<file path="config.mk">
export PLATFORM = sky130hd
export DESIGN_NAME = inst_loader_rom
export DESIGN_NICKNAME = d
export VERILOG_FILES = /design/src/rtl/inst_loader_rom_pkg.sv /design/src/rtl/inst_ram.sv /design/src/rtl/inst_loader_rom.sv
export SDC_FILE = /design/constraint.sdc
export NUM_CORES = 2
export LEC_CHECK = 0
export ABC_AREA = 0
export CAP_MARGIN = 30
export CORE_ASPECT_RATIO = 2
export CORE_MARGIN = 4
export CORE_UTILIZATION = 50
export DETAILED_ROUTE_END_ITERATION = 7
export DONT_BUFFER_PORTS = 1
export GPL_ROUTABILITY_DRIVEN = 1
export PLACE_DENSITY_LB_ADDON = 0.08
export SLEW_MARGIN = 20
export SYNTH_ARGS = -nofsm -noshare
export SYNTH_HDL_FRONTEND = slang
export SYNTH_SLANG_ARGS = --single-unit
</file>
<file path="constraint.sdc">
create_clock -name clk -period 13 [get_ports clk]
set_clock_uncertainty 0.15 [all_clocks]
set_input_delay 2.6 -clock clk [delete_from_list [all_inputs] [get_ports clk]]
set_output_delay 2.6 -clock clk [all_outputs]
set_load 0.05 [all_outputs]
</file>
<file path="src/rtl/inst_loader_rom_pkg.sv">
// inst_loader_rom_pkg: shared widths, constants and loader state type
package inst_loader_rom_pkg;
   localparam logic RstEnable = 1'b1;
   localparam int InstBus = 16;
   localparam int InstAddrBus = 16;
   localparam logic [InstBus-1:0] ZeroWord = '0;
   localparam int LdLenBytes = 2;
   typedef enum logic [2:0] {IDLE, HDR_HI, HDR_LO, DAT_HI, DAT_LO, RUN} loader_state_t;
endpackage

</file>
<file path="src/rtl/inst_ram.sv">
// inst_ram: instruction array with one synchronous write port and one asynchronous read port
module inst_ram #(
   parameter int DEPTH = 256,
   parameter int INST_W = 16,
   parameter int AW = 8
) (
   input  logic              clk,
   input  logic              i_we,
   input  logic [AW-1:0]     i_waddr,
   input  logic [INST_W-1:0] i_wdata,
   input  logic [AW-1:0]     i_raddr,
   output logic [INST_W-1:0] o_rdata
);
   logic [INST_W-1:0] r_mem [DEPTH];
   always_ff @(posedge clk)
      if (i_we) r_mem[i_waddr] <= i_wdata;
   assign o_rdata = r_mem[i_raddr];
endmodule

</file>
<file path="src/rtl/inst_loader_rom.sv">
// inst_loader_rom: byte-serial program loader and gated zero-latency instruction fetch port
module inst_loader_rom
   import inst_loader_rom_pkg::*;
#(
   parameter int DEPTH = 256,
   parameter int INST_W = InstBus,
   parameter int ADDR_W = InstAddrBus
) (
   input  logic              clk,
   input  logic              rst,
   input  logic              ld_start_i,
   input  logic              ld_valid_i,
   input  logic [7:0]        ld_byte_i,
   output logic              ld_ready_o,
   output logic              ld_done_o,
   output logic              err_o,
   output logic              cpu_rst_o,
   output logic [ADDR_W-1:0] word_cnt_o,
   input  logic              rom_ce_i,
   input  logic [ADDR_W-1:0] rom_addr_i,
   output logic [INST_W-1:0] rom_data_o
);
   localparam int MW = DEPTH > 1 ? $clog2(DEPTH) : 1;
   loader_state_t r_state, w_nxt;
   logic [LdLenBytes*8-1:0] r_len, w_len;
   logic [7:0] r_hi;
   logic [ADDR_W-1:0] r_cnt;
   logic r_err, r_run, w_ready, w_acc, w_we, w_last, w_big;
   logic [INST_W-1:0] w_rd;
   assign w_ready = r_state inside {HDR_HI, HDR_LO, DAT_HI, DAT_LO};
   assign w_acc = ld_valid_i && w_ready && !ld_start_i;
   assign w_len = {r_len[15:8], ld_byte_i};
   assign w_big = 32'(w_len) > DEPTH;
   assign w_last = (r_cnt + 1'b1) == ADDR_W'(r_len);
   assign w_we = w_acc && r_state == DAT_LO;
   always_comb begin
      w_nxt = r_state;
      if (ld_start_i) w_nxt = HDR_HI;
      else if (w_acc)
         case (r_state)
            HDR_HI:  w_nxt = HDR_LO;
            HDR_LO:  w_nxt = w_len == '0 ? RUN : (w_big ? IDLE : DAT_HI);
            DAT_HI:  w_nxt = DAT_LO;
            DAT_LO:  w_nxt = w_last ? RUN : DAT_HI;
            default: w_nxt = r_state;
         endcase
   end
   // r_run is registered from the next state so cpu_rst_o/ld_done_o never glitch on state decode
   always_ff @(posedge clk or posedge rst)
      if (rst) begin
         r_state <= IDLE;
         r_run <= 1'b0;
         r_len <= '0;
         r_hi <= '0;
         r_cnt <= '0;
         r_err <= 1'b0;
      end else begin
         r_state <= w_nxt;
         r_run <= w_nxt == RUN;
         if (ld_start_i) begin
            r_cnt <= '0;
            r_err <= 1'b0;
         end else if (w_acc) begin
            if (r_state == HDR_HI) r_len <= {ld_byte_i, 8'h00};
            if (r_state == HDR_LO) begin
               r_len <= w_len;
               r_err <= w_big;
            end
            if (r_state == DAT_HI) r_hi <= ld_byte_i;
            if (w_we) r_cnt <= r_cnt + 1'b1;
         end
      end
   inst_ram #(.DEPTH(DEPTH), .INST_W(INST_W), .AW(MW)) u_ram (
      .clk(clk),
      .i_we(w_we),
      .i_waddr(r_cnt[MW-1:0]),
      .i_wdata(INST_W'({r_hi, ld_byte_i})),
      .i_raddr(rom_addr_i[MW-1:0]),
      .o_rdata(w_rd)
   );
   assign rom_data_o = (r_run && rom_ce_i && rom_addr_i < r_cnt) ? w_rd : INST_W'(ZeroWord);
   assign cpu_rst_o = r_run ? !RstEnable : RstEnable;
   assign ld_done_o = r_run;
   assign ld_ready_o = w_ready;
   assign err_o = r_err;
   assign word_cnt_o = r_cnt;
endmodule

</file>
### Word-level counts from Yosys, hierarchy flattened

Memories as Yosys holds them, arrays and structs flattened.
Cells that the tools add are included.

| storage, ports and cells | value |
|---|---|
| output and inout bits | 36 |
| bits in registers | 45 |
| input port bits | 29 |
| bits in writable memories | 4096 |
| memories | 1 |

Memory list:

| memory | depth | width | rd ports | clocked after Yosys merged registers in | write ports | line | RTL |
|---|---|---|---|---|---|---|---|
| u_ram.r_mem | 256 | 16 | 1 | 0 | 1 | inst_ram.sv:14 | `logic [INST_W-1:0] r_mem [DEPTH];` |

| operators by class | value |
|---|---|
| equal/unequal tests | 6 |
| muxes and demuxes | 18 |
| bitwise gates (word level) | 2 |
| reductions and logical operators | 17 |
| magnitude comparators | 2 |
| add/subtract/negate cells | 1 |

Operators with widths:

| cell | number |
|---|---|
| $mux 16 | 4 |
| $add 16x1->16 const B | 1 |
| $eq 16x16->1 | 1 |
| $gt 16x9->1 const B | 1 |
| $logic_not 16->1 | 1 |
| $lt 16x16->1 | 1 |
| $mux 8 | 2 |
| $mux 3 | 4 |
| $pmux 3 s4 | 1 |
| $reduce_bool 2->1 | 4 |
| $eq 3x2->1 const B | 2 |
| $eq 3x3->1 const B | 2 |
| $mux 1 | 6 |
| $reduce_and 3->1 | 2 |
| $logic_and 1x1->1 | 5 |
| $reduce_and 2->1 | 2 |
| $reduce_and 4->1 | 1 |
| $reduce_bool 4->1 | 1 |
| $eq 3x1->1 const B | 1 |
| $mux 2 | 1 |
| $not 1->1 | 2 |
| $logic_not 1->1 | 1 |

### Logic depth before layout (Yosys ltp)

| logic depth | value |
|---|---|
| word-level depth | 8 |
| mapped depth | 14 |
| depth with buffers taken out | 9 |

### Hierarchy

A second synthesis with hierarchy kept.

| unflattened totals | value |
|---|---|
| cell total of the unflattened synthesis | 7673 |
| area, all modules | 161384.8 um^2 |

Modules (own cells, without submodules):

| module | cells each | area an instance (um^2) | seq. area each (um^2) | instances |
|---|---|---|---|---|
| inst_ram | 7344 | 158394.4 | 122998.0 | 1 |
| inst_loader_rom | 329 | 2990.4 | 1126.1 | 1 |

### Least setup slack after synthesis

Ideal clock, no wire load.

| timing | value |
|---|---|
| path type | input -> output |
| start | in rom_addr_i[0] |
| end | out rom_data_o[0] |
| stages on the path | 13 |
| buffers on the path | 7 |
| path slack | 5154 ps |
| data required time | 10250 ps |
| arrival time | 5096 ps |
| path through | buf_6 buf_12 buf_12 buf_12 buf_12 buf_12 buf_8 mux2i_1 a221oi_2 o32ai_1 a32oi_1 nand4_1 o22ai_1 |

| between the ends | value |
|---|---|
| word-level cells in the longest chain between the ends | 3 |
| elaborated cells between the ends (all ways) | 4 |
| classes of those cells | order compare: 1; mux: 1; reduce/logical: 1; memory: 1 |

RTL lines:

| item | line | RTL |
|---|---|---|
| from (decl) | inst_loader_rom.sv:20 | `input logic [ADDR_W-1:0] rom_addr_i,` |
| parallel branches: the longest is 2 deep, another holds $mem_v2 256x16 | -- |  |
| $mux 16 * | inst_loader_rom.sv:81 | `assign rom_data_o = (r_run && rom_ce_i && rom_addr_i < r_cnt) ? w_rd : INST_W'(ZeroWord);` |
| to (decl) | inst_loader_rom.sv:21 | `output logic [INST_W-1:0] rom_data_o` |

Mark *: on every way between the ends.

### Worst setup path in the final report

| timing | value |
|---|---|
| start | in rom_addr_i[0] |
| end | out rom_data_o[2] |

Same word-level chain as after synthesis.

==> results.py <==
metrics = {
    "flow_run": {
        "max-cap-violations": 0,
    },
    "critical_path": {
        "kind_of_end_point_of_the_critical_path": "output port",
        "r2r_slack_ps": 8860,
        "nature_of_the_critical_path_startpoint": "primary input",
        "crit_required_ps": 10250,
        "path_class": "in -> out",
        "critical-path-slowest-cell": "sky130_fd_sc_hd__a311oi_1",
        "critical_path_buf_inv_count": 6,
        "critical_path.reg2reg.endpoint": "u_ram.r_mem[184][6]",
        "timing.rr.start": "r_state[0]",
        "cp_slowest_stage_delay_ps": 890,
        "reg2reg_depth": 9,
        "critical_path.cell_chain": "buf_16, buf_16, buf_16, buf_16, buf_16, mux4_2, nor2_1, o31ai_1, o21ai_0, a31oi_1, a311oi_1, o2bb2ai_1, buf_6",
        "timing.critical_path.arrival_ps": 8470,
        "critical_path_peak_fanout": 99,
        "critPathMostFrequentCell": "sky130_fd_sc_hd__buf_16",
        "timing.critical_path.max_delay_family": "buffers and inverters",
    },
    "clocking": {
        "post-cts-setup-buffers": 0,
        "cts_tree": "done",
        "worst_setup_hold_path_clk_slew_ps": 60,
        "cts_max_level": 5,
        "cts-hold-fix-buffers": 0,
        "ctsRootBufferMaster": "sky130_fd_sc_hd__clkbuf_16",
        "cts-resized-gates": 0,
        "insertion_delay_ps": 910,
        "buffer_depth_of_the_longest_clock_path": 4,
        "numCtsBuffers": 356,
        "cts.sink_count": 4141,
    },
    "sta": {
        "fin_hold_ws_ps": 400,
        "tns_ps": 0,
        "timing_worst_slew_pin_value_ps": 1520,
        "final.min_clock_period_ps": 11220,
        "grt_setup_unrepaired": "no",
        "layout_worst_path_cycle_share_pct": 86.3,
        "setup-violations-final": 0,
        "max_freq_mhz": 89.1,
        "report.final.slew_viol_count": 16,
        "timing.max_slew.rel_slack_pct": -1.28,
        "finalHoldViolCount": 0,
    },
    "layout": {
        "finish.net_count": 8505,
        "areaGrowthSynthToFinish_pct": 11.1,
        "layout-drive-gt1-share_pct": 21.4,
        "layout_common_cells": "4096 x sky130_fd_sc_hd__edfxtp_1, 809 x sky130_fd_sc_hd__mux2i_1, 597 x sky130_fd_sc_hd__mux4_2, 377 x sky130_fd_sc_hd__buf_4, 365 x sky130_fd_sc_hd__clkbuf_16",
        "layout.cells.most_common": "sky130_fd_sc_hd__edfxtp_1",
        "fillCellCount": 24700,
    },
    "logic_synthesis": {
        "library_cell_occupying_the_most_area_in_the_post_synthesis_netlist": "sky130_fd_sc_hd__edfxtp_1",
        "synth-seq-area-share_pct": 76.1,
        "synthesis.nets": 8195,
        "ys_ff_latch": 4141,
        "synth_cell_types": 85,
        "synthesis_warning_total": 0,
        "share_of_the_synthesized_area_in_the_top_cell_type_pct": 75.4,
        "post_synth.cell_area_avg_um2": 20.0,
        "syn-instance-count": 8147,
        "ys_dominant_reg_cell": "sky130_fd_sc_hd__edfxtp_1",
        "postSynth.asyncResetShare_pct": 1.09,
        "synth_edf_count": 4096,
        "total_standard_cell_area_after_synthesis_mm2": 0.163,
        "yosys-top-cells-area": "sky130_fd_sc_hd__edfxtp_1 75%, sky130_fd_sc_hd__mux4_2 8.2%, sky130_fd_sc_hd__mux2i_1 5.0%",
    },
    "floorplan": {
        "design.die.area_mm2": 0.336,
        "num_rows": 296,
        "core_area_mm2": 0.325,
        "num_ports": 65,
        "die_height_um": 816,
        "die_span_in_x_um": 412,
        "initial_core_util_pct": 50.2,
    },
    "power": {
        "power_frac_clock_pct": 38.1,
        "power.combinational.fraction_pct": 6.2,
        "max-vdd-ir-drop_mv": 0.150,
        "flop_pwr_share_pct": 55.7,
        "p_int_uw": 21400,
        "netSwitchingPower_uw": 6210,
        "power_per_cell_area_mw_per_mm2": 152,
        "fin_total_pwr_uw": 27600,
        "leakage_uw": 0.0579,
        "p_sw_share_pct": 22.5,
    },
    "placement": {
        "hpwl_um": 297000,
        "globalplace.congestion": 0.852,
        "placement.io_buffers": 0,
    },
    "min_path": {
        "hold-path-cell-count": 2,
        "hold_path_class": "reg -> reg",
        "hold_path_startpoint": "r_len[7]",
        "hold_path_end": "r_len[7]",
    },
    "grt": {
        "grt_start_max_net_pins": 602,
        "antenna_found_initial": 28,
        "gr-total-overflow": 0,
        "grt_use_total_pct": 30.1,
        "via_count_of_the_first_global_routing_pass": 85600,
        "grt_first_pass_wirelength_um": 700000,
    },
    "outcome": {
        "violations_in_the_final_reports": "max-slew violations",
        "result_of_the_run": "finished with violations",
    },
    "drt": {
        "vias": 85000,
        "wl_per_cell_um": 39.0,
        "route.detailed.drc": 0,
        "drt-vias-per-instance": 6.49,
        "ant_nets": 0,
        "initialDrtViolationCount": 9220,
        "route.final.wire_length_um": 512000,
        "drt_pre_antenna_iters": 6,
    },
}
==> per-layer routing <==
metal | vias to the layer above | share of wire [%] | global-route usage, %
met5 | - | 0.0070 | 0
met4 | 6 | 7.6 | 18.9
li1 | 34600 | - | -
met2 | 3639 | 52 | 52.2
met3 | 968 | 6.2 | 4.33
met1 | 45800 | 35 | 35.3
==> worst reg2reg max path, cell delays in order (launching register included) <==
cell,delay [ps]
sky130_fd_sc_hd__dfrtp_1,470
sky130_fd_sc_hd__nor2_1,240
sky130_fd_sc_hd__nand3_1,110
sky130_fd_sc_hd__buf_4,220
sky130_fd_sc_hd__nor2_1,450
sky130_fd_sc_hd__buf_4,280
sky130_fd_sc_hd__nand3_1,470
sky130_fd_sc_hd__buf_4,430
sky130_fd_sc_hd__nor2_1,580
sky130_fd_sc_hd__buf_4,410
==> sequential cells by signal, summed over array words and instances (netlist names) <==
signal,flops
ld_done_o,1
u_ram.r_mem,4096
r_hi,8
err_o,1
r_len,16
r_state,3
word_cnt_o,16
==> cell type report <==
type	instances	area (µm²)	share of cell area, %
antenna	46	115	0.0635
clock buffer	440	9450	5.21
clock inverter	198	1690	0.933
inverter	26	115	0.0635
multi-input combinational	3474	36000	19.8
sequential	4141	124000	68.5
tap	4321	5410	2.98
timing repair buffer	458	4400	2.43
==> synthesized netlist by cell type, types with 20 or more instances <==
| master | instances |
|---|---|
| sky130_fd_sc_hd__buf_4 | 27 |
| sky130_fd_sc_hd__o22ai_1 | 42 |
| sky130_fd_sc_hd__o21ai_0 | 235 |
| sky130_fd_sc_hd__buf_8 | 31 |
| sky130_fd_sc_hd__dfrtp_1 | 45 |
| sky130_fd_sc_hd__mux2_2 | 85 |
| sky130_fd_sc_hd__buf_2 | 103 |
| sky130_fd_sc_hd__edfxtp_1 | 4096 |
| sky130_fd_sc_hd__nor2_1 | 355 |
| sky130_fd_sc_hd__buf_12 | 27 |
| sky130_fd_sc_hd__nor3_1 | 117 |
| sky130_fd_sc_hd__nand2b_1 | 26 |
| sky130_fd_sc_hd__mux2i_1 | 809 |
| sky130_fd_sc_hd__nand2_1 | 119 |
| sky130_fd_sc_hd__a211oi_1 | 97 |
| sky130_fd_sc_hd__or3_1 | 37 |
| sky130_fd_sc_hd__clkbuf_1 | 186 |
| sky130_fd_sc_hd__buf_6 | 99 |
| sky130_fd_sc_hd__buf_1 | 20 |
| sky130_fd_sc_hd__xnor2_1 | 30 |
| sky130_fd_sc_hd__a221oi_1 | 240 |
| sky130_fd_sc_hd__a22oi_1 | 56 |
| sky130_fd_sc_hd__a221o_1 | 115 |
| sky130_fd_sc_hd__a31oi_1 | 41 |
| sky130_fd_sc_hd__a21oi_1 | 99 |
| sky130_fd_sc_hd__nand3_1 | 64 |
| sky130_fd_sc_hd__o31ai_1 | 34 |
| sky130_fd_sc_hd__mux4_2 | 597 |
| sky130_fd_sc_hd__nand4_1 | 27 |
| sky130_fd_sc_hd__inv_1 | 23 |
==> how the worst max path moves through the flow <==
stage / end / startpoint / cells past startpoint
after global placement: rom_data_o[2] / rom_addr_i[0] / 11
after floorplan: rom_data_o[0] / rom_addr_i[0] / 13
after CTS: rom_data_o[2] / rom_addr_i[0] / 11
final: rom_data_o[2] / rom_addr_i[0] / 13
after detailed placement: rom_data_o[2] / rom_addr_i[0] / 11
after global routing: rom_data_o[2] / rom_addr_i[0] / 13
==> power by group through the flow <==
stage / logic (µW) / clock network (µW) / registers [µW]
2_1_floorplan: 775 / 0 / 15900
3_3_place_gp: 1560 / 0 / 15700
3_5_place_dp: 1610 / 0 / 15700
4_1_cts: 1610 / 10700 / 15400
5_1_grt: 1790 / 11200 / 15400
6_report: 1720 / 10500 / 15400
==> kinds of logic after synthesis <==
kind of cell | synth area share (%)
compound gates | 4.98
xor+xnor | 0.182
fa+ha+maj | 0.146
buf+inv | 2.35
flops | 76.1
mux | 14.0
simple gates | 2.31
==> stage by stage <==
step | utilization, % | setup WS [ps] | instances | area, µm²
global placement | 52.0 | 1560 | 12300 | 169000
floorplan | - | 5150 | 8147 | 163000
CTS | 55.6 | 1670 | 13000 | 181000
detailed placement | 52.2 | 1680 | 12400 | 170000
finish | 55.8 | 1780 | 13100 | 181000
global route | 55.8 | 1800 | 13100 | 181000
Power figures use the tool's default switching activity.
